[src/rtl/csel_addsub_if.sv]
// csel_addsub_if: operand/result stream bundle for the iterative add/sub unit.
//   slave  modport (unit side):     in_valid, a, b, sub, out_ready in;
//                                   in_ready, out_valid, result, cout, ovf out.
//   master modport (producer side): the mirror image.
interface csel_addsub_if #(
    parameter int unsigned WIDTH = 16
);
    logic             in_valid;
    logic             in_ready;
    logic [WIDTH-1:0] a;
    logic [WIDTH-1:0] b;
    logic             sub;
    logic             out_valid;
    logic             out_ready;
    logic [WIDTH-1:0] result;
    logic             cout;
    logic             ovf;

    modport slave (
        input  in_valid,
        input  a,
        input  b,
        input  sub,
        input  out_ready,
        output in_ready,
        output out_valid,
        output result,
        output cout,
        output ovf
    );

    modport master (
        output in_valid,
        output a,
        output b,
        output sub,
        output out_ready,
        input  in_ready,
        input  out_valid,
        input  result,
        input  cout,
        input  ovf
    );
endinterface

[src/rtl/csel_addsub_seq.sv]
// csel_addsub_seq: iterative add/subtract unit. One NIB-bit carry-select slice is reused over
// WIDTH/NIB cycles; each cycle both carry-in variants of the slice sum are formed and the
// registered carry picks one. Subtraction is a + ~b + 1 (b inverted at latch, carry seeded 1).
//   clk  : clock, rising edge
//   rst  : asynchronous active-high reset
//   bus  : csel_addsub_if slave modport
//          in_valid/in_ready/a/b/sub   operand handshake
//          out_valid/out_ready         result handshake
//          result/cout/ovf             sum or difference, carry (1 = no borrow on sub),
//                                      signed overflow; only meaningful while out_valid
module csel_addsub_seq #(
    parameter int unsigned WIDTH = 16,
    parameter int unsigned NIB   = 4
) (
    input  logic               clk,
    input  logic               rst,
    csel_addsub_if.slave       bus
);

    localparam int unsigned NSLICE = WIDTH / NIB;
    localparam int unsigned IDX_W  = (NSLICE > 1) ? $clog2(NSLICE) : 1;
    localparam logic [IDX_W-1:0] LAST_IDX = IDX_W'(NSLICE - 1);

    generate
        if ((WIDTH % NIB) != 0 || NIB == 0) begin : g_bad_params
            $error("csel_addsub_seq: WIDTH must be a non-zero multiple of NIB");
        end
    endgenerate

    typedef enum logic [1:0] {
        StIdle,
        StCalc,
        StDone
    } state_e;

    state_e           state_q, state_d;
    logic [IDX_W-1:0] idx_q, idx_d;
    logic             carry_q, carry_d;
    logic [WIDTH-1:0] a_q, a_d;
    // Holds the effective B operand: already inverted for subtraction.
    logic [WIDTH-1:0] b_q, b_d;
    logic [WIDTH-1:0] result_q, result_d;
    logic             cout_q, cout_d;
    logic             ovf_q, ovf_d;

    // Carry-select slice datapath.
    logic [31:0]      slice_base;
    logic [NIB-1:0]   a_nib;
    logic [NIB-1:0]   b_nib;
    logic [NIB:0]     sum0;
    logic [NIB:0]     sum1;
    logic [NIB:0]     sum_sel;

    always_comb begin
        slice_base = 32'(idx_q) * NIB;
        a_nib      = a_q[slice_base +: NIB];
        b_nib      = b_q[slice_base +: NIB];
        sum0       = {1'b0, a_nib} + {1'b0, b_nib};
        sum1       = {1'b0, a_nib} + {1'b0, b_nib} + (NIB + 1)'(1);
        sum_sel    = carry_q ? sum1 : sum0;
    end

    always_comb begin
        state_d  = state_q;
        idx_d    = idx_q;
        carry_d  = carry_q;
        a_d      = a_q;
        b_d      = b_q;
        result_d = result_q;
        cout_d   = cout_q;
        ovf_d    = ovf_q;

        unique case (state_q)
            StIdle: begin
                if (bus.in_valid) begin
                    a_d     = bus.a;
                    b_d     = bus.b ^ {WIDTH{bus.sub}};
                    carry_d = bus.sub;
                    idx_d   = '0;
                    state_d = StCalc;
                end
            end
            StCalc: begin
                result_d[slice_base +: NIB] = sum_sel[NIB-1:0];
                carry_d = sum_sel[NIB];
                if (idx_q == LAST_IDX) begin
                    cout_d  = sum_sel[NIB];
                    // result_d already holds the new MSB since the last slice owns it.
                    ovf_d   = (a_q[WIDTH-1] == b_q[WIDTH-1]) &&
                              (result_d[WIDTH-1] != a_q[WIDTH-1]);
                    state_d = StDone;
                end else begin
                    idx_d = idx_q + IDX_W'(1);
                end
            end
            StDone: begin
                if (bus.out_ready) begin
                    state_d = StIdle;
                end
            end
            default: begin
                state_d = StIdle;
            end
        endcase
    end

    always_ff @(posedge clk or posedge rst) begin
        if (rst) begin
            state_q  <= StIdle;
            idx_q    <= '0;
            carry_q  <= 1'b0;
            a_q      <= '0;
            b_q      <= '0;
            result_q <= '0;
            cout_q   <= 1'b0;
            ovf_q    <= 1'b0;
        end else begin
            state_q  <= state_d;
            idx_q    <= idx_d;
            carry_q  <= carry_d;
            a_q      <= a_d;
            b_q      <= b_d;
            result_q <= result_d;
            cout_q   <= cout_d;
            ovf_q    <= ovf_d;
        end
    end

    // in_ready is held low while reset is asserted so nothing is offered during reset.
    assign bus.in_ready  = (state_q == StIdle) && !rst;
    assign bus.out_valid = (state_q == StDone);
    assign bus.result    = result_q;
    assign bus.cout      = cout_q;
    assign bus.ovf       = ovf_q;

endmodule

[src/flat_wrapper.sv]
// flat-port wrapper written by rule: the top's interface ports become plain ports
module csel_addsub_seq_flat 
#(
    parameter int unsigned WIDTH = 16,
    parameter int unsigned NIB   = 4
)
  (clk, rst, bus_in_valid, bus_a, bus_b, bus_sub, bus_out_ready, bus_in_ready, bus_out_valid, bus_result, bus_cout, bus_ovf);
  csel_addsub_if #(.WIDTH(WIDTH)) bus_i ();
  input  logic clk;
  input  logic rst;
  input wire logic [$bits(bus_i.in_valid)-1:0] bus_in_valid;
  input wire logic [$bits(bus_i.a)-1:0] bus_a;
  input wire logic [$bits(bus_i.b)-1:0] bus_b;
  input wire logic [$bits(bus_i.sub)-1:0] bus_sub;
  input wire logic [$bits(bus_i.out_ready)-1:0] bus_out_ready;
  output wire logic [$bits(bus_i.in_ready)-1:0] bus_in_ready;
  output wire logic [$bits(bus_i.out_valid)-1:0] bus_out_valid;
  output wire logic [$bits(bus_i.result)-1:0] bus_result;
  output wire logic [$bits(bus_i.cout)-1:0] bus_cout;
  output wire logic [$bits(bus_i.ovf)-1:0] bus_ovf;
  assign bus_i.in_valid = bus_in_valid;
  assign bus_i.a = bus_a;
  assign bus_i.b = bus_b;
  assign bus_i.sub = bus_sub;
  assign bus_i.out_ready = bus_out_ready;
  assign bus_in_ready = bus_i.in_ready;
  assign bus_out_valid = bus_i.out_valid;
  assign bus_result = bus_i.result;
  assign bus_cout = bus_i.cout;
  assign bus_ovf = bus_i.ovf;
  csel_addsub_seq #(.WIDTH(WIDTH), .NIB(NIB)) u_core (.clk(clk), .rst(rst), .bus(bus_i));
endmodule
[config.mk]
export PLATFORM = sky130hd
export DESIGN_NAME = csel_addsub_seq_flat
export DESIGN_NICKNAME = d
export VERILOG_FILES = /design/src/rtl/csel_addsub_if.sv /design/src/rtl/csel_addsub_seq.sv /design/src/flat_wrapper.sv
export SDC_FILE = /design/constraint.sdc
export NUM_CORES = 1
export LEC_CHECK = 0
export CAP_MARGIN = 40
export CORE_AREA = 5 5 72 91
export CTS_CLUSTER_DIAMETER = 60
export DETAILED_ROUTE_END_ITERATION = 6
export DIE_AREA = 0 0 77 96
export PLACE_DENSITY = 0.77
export SKIP_LAST_GASP = 1
export SYNTH_ARGS = -nofsm -noshare
export SYNTH_HDL_FRONTEND = slang
export SYNTH_SLANG_ARGS = --single-unit
[constraint.sdc]
create_clock -name clk -period 4.7 [get_ports clk]
set_clock_uncertainty 0.1 [all_clocks]
set_input_delay 0.47 -clock clk [delete_from_list [all_inputs] [get_ports clk]]
set_output_delay 0.47 -clock clk [all_outputs]
set_load 0.01 [all_outputs]
==> run summary <==
The floorplan has 31 rows. STA classifies the critical path startpoint as a register. The final routed wire length divided by cell count works out to 15.4 um. The worst-case IR drop observed on VDD is 627 uV. The clock-pin slew reported for the worst setup and hold paths after clock tree synthesis works out to 100 ps. The critical path ends at u_core.carry_q$_DFFE_PP0P_.

The critical path starts at u_core.idx_q[0]$_DFFE_PP0P_. For this block, the routed nets add up to 5.52 mm of wire. The effective utilization at floorplan is 49.4%, and the worst-margin pin slew is 875 ps. The worst register-to-register path has a depth of 9.

TritonCTS built the clock tree. The post-synthesis to final-layout area growth works out to 26.4%. The total of cells resized after clock tree synthesis is 0.

Of all nets on the critical path, the largest fanout is 14. Synthesis instantiated 39 different standard cells from the library. The ratio of final minimum period to clock period was 74.8%; the number of buffers added on ports was 56. Setup repair after global routing left no endpoint under its margin. The hold-fix buffer count after cts is 0.

The finished cells cover 3510 um2. Once placement completed, the tool counted placed cells totaling 350. The total overflow left after global routing is 0. The cell count after synthesis is 234, and the maximum buffer depth of the clock tree is 2. The tools report the area of the core as 5620 um2. The clock period minus worst slack works out to 3520 ps. Entering global routing, the biggest net connects 35 pins.

The via count of the routed design was 1,957. For the number of antenna violations at the first check in global routing, the log shows 0. The H-tree depth reported by CTS was 2. The data arrival time at the worst-slack endpoint came out at 3610 ps. The prevailing post-synth register cell is dfrtp_1.

The tools report the number of post-CTS setup repair buffers as 0. Measured along the y axis, the die boundary spans 96 um. By area the synthesized netlist is led by dfrtp_1 (50%), mux2_2 (6.9%), mux4_2 (6.5%). The normalized max-slew margin came out at 41.4%. In this run the biggest area consumer among cell types represents 49.6% of the synthesized area. At the end of routability-driven placement, the weighted congestion stood at 0.764. At the placement stage, the worst setup path has a slack of 1220 ps. The vias per cell came out at 5.47. Yosys instantiated no cell more often than dfrtp_1.

After synthesis, flip-flops and latches occupy 49.6% of the total area. The mean cell area of the mapped netlist came out at 11.9 um2. Yosys mapped a number of flops with a built-in enable equal to 0.

The layout has 453 filler cells. The first detailed-routing pass took 4 iterations. The boundary pin count was 57.

The beginning of the worst register-to-register path was u_core.idx_q[0]$_DFFE_PP0P_. Net count after synthesis: 283. The post-route netlist has 16.1% of its cells at a drive strength greater than 1. For the max-slew violation total from the final report, the log shows 0.

In the routed design, unresolved DRC markers number 0. Counting every sink on the clock net gives 55. The final net count came out at 340. The critical path is of the register to register type. The least setup slack across all paths after layout was 1180 ps. The initial detailed-routing violation count was 97. The endpoint identified for the worst register-to-register timing path is u_core.carry_q$_DFFE_PP0P_. The later-pin clock latency in the skew report was 310 ps.

The area of placed instances is 3420 um2, and the final cell count without fillers is 358. STA puts the critical path data required time at 4790 ps. Max-cap violations in this run came to 0.

The final-report hold violation count was 0. By count the netlist is led by dfrtp_1 (55), nor2_1 (21). Across every metal layer, demand over resource in global routing totals 16.0%. The half-perimeter wire length after detailed placement was 4.31 mm.

The type of the most critical hold path is register to register. The via count of the first global-routing pass was 1,998; the die area was 7390 um2. Setup violations remaining at the end of the flow were counted as 0.

STA classifies the critical path endpoint as a register. The Yosys step of the flow raised 0 warnings. The run gives 9.45 mm as the global-route wire length before repair. Dividing total power by cell area gives a power density of 772 nW/um2.

Library cell used as clock root buffer: clkbuf_8. dfrtp_1 takes more of the synthesized area than any other cell. The number of clock buffers added by TritonCTS is 5. The number of antenna diodes in the final layout is 0. The floorplan die width is 77 um. The final sum of negative setup slack was 0 ps; the reg2reg setup slack was 1180 ps. After synthesis, the share of flip-flops with an asynchronous set or reset is 100%. Once detail routing completed, the nets flagged for antenna violations numbered 0. The flow ran to the end, and the final reports show no timing, DRC or antenna violations.

The register bit count reported by yosys is 55, and the upper clock frequency limit is 0.284 GHz. The area of the mapped netlist came out at 2780 um2. For this design the static power due to leakage is 1.45 nW.
## how the worst min path moves through the flow
stage | start | endpoint | slack (ps) | cells after the start
global route | u_core.bus.result[5]$_DFFE_PP0P_ | u_core.bus.result[5]$_DFFE_PP0P_ | 400 | 2
global placement | u_core.bus.result[8]$_DFFE_PP0P_ | u_core.bus.result[8]$_DFFE_PP0P_ | 360 | 2
CTS | u_core.bus.result[9]$_DFFE_PP0P_ | u_core.bus.result[9]$_DFFE_PP0P_ | 390 | 2
detailed placement | u_core.bus.result[9]$_DFFE_PP0P_ | u_core.bus.result[9]$_DFFE_PP0P_ | 370 | 2
floorplan | u_core.a_q[10]$_DFFE_PP0P_ | u_core.a_q[10]$_DFFE_PP0P_ | 380 | 1
finish | u_core.bus.result[5]$_DFFE_PP0P_ | u_core.bus.result[5]$_DFFE_PP0P_ | 380 | 2
## registers in the layout, summed over array words and instances, names as in the netlist
| register | cells |
|---|---|
| u_core.a_q | 16 |
| u_core.state_q | 2 |
| u_core.bus.cout | 1 |
| u_core.b_q | 16 |
| u_core.bus.ovf | 1 |
| u_core.bus.result | 16 |
| u_core.idx_q | 2 |
| u_core.carry_q | 1 |
## layer usage
layer / share of wire (%) / wire [um] / GRT usage (%) / up-vias
met1: 41 / 2260 / 19.6 / 943
met3: 5.3 / 295 / 3.18 / 12
met5: 0 / 0 / 0 / -
met4: 2.3 / 125 / 7.16 / 0
met2: 52 / 2850 / 27.5 / 53
li1: - / - / - / 949
## cells in the final DEF (no fill, tap or decap), types with 8 or more instances in the layout
cell type         n
mux2_2           17
o31ai_1           8
xnor2_1          17
clkdlybuf4s50_1  56
dfrtp_1          55
mux4_2            8
a21oi_1          17
nand2_1          17
ha_1             11
nor2_1           21
## cell type report
class	instances	area, um2	area share [%]
inverters	6	22.5	0.642
clock buffers	6	72.6	2.07
flip-flops and latches	55	1380	39.2
clock inverters	2	12.5	0.357
repair buffers	60	611	17.4
well taps	66	82.6	2.35
multi-input cells	163	1330	37.9
## power by group
group / internal (mW) / switching (mW) / leakage [nW] / total [mW]
clock: 0.105 / 0.151 / 0.0412 / 0.255
sequential: 0.683 / 0.172 / 0.671 / 0.855
combinational: 0.764 / 0.835 / 0.738 / 1.60
## stage by stage
stage | hold slack, ps | util [%] | power (mW)
2_1_floorplan | 375 | - | 2.01
3_5_place_dp | 366 | 60.9 | 2.46
3_3_place_gp | 364 | 60.2 | 2.41
6_report | 382 | 62.4 | 2.71
5_1_grt | 399 | 62.4 | 2.94
4_1_cts | 389 | 62.4 | 2.73
## logic make-up after synthesis
group,count (synthesis),synth area share [%]
flip-flops,55,49.6
buffers and inverters,16,2.66
XOR/XNOR,20,7.12
AO/OA/AOI/OAI,46,11.5
multiplexers,27,14.1
AND/OR/NAND/NOR,58,9.33
adder cells (fa/ha/maj),12,5.68
## worst max-delay path, stage by stage (launching register included)
cell and delay, ps:
dfrtp_1 770, mux4_2 600, ha_1 240, fa_1 540
ha_1 160, nand2_1 110, a311o_2 380, nand2_1 70
o211ai_1 100, a221o_1 310
Note: power is estimated with default switching activity, not from simulation.
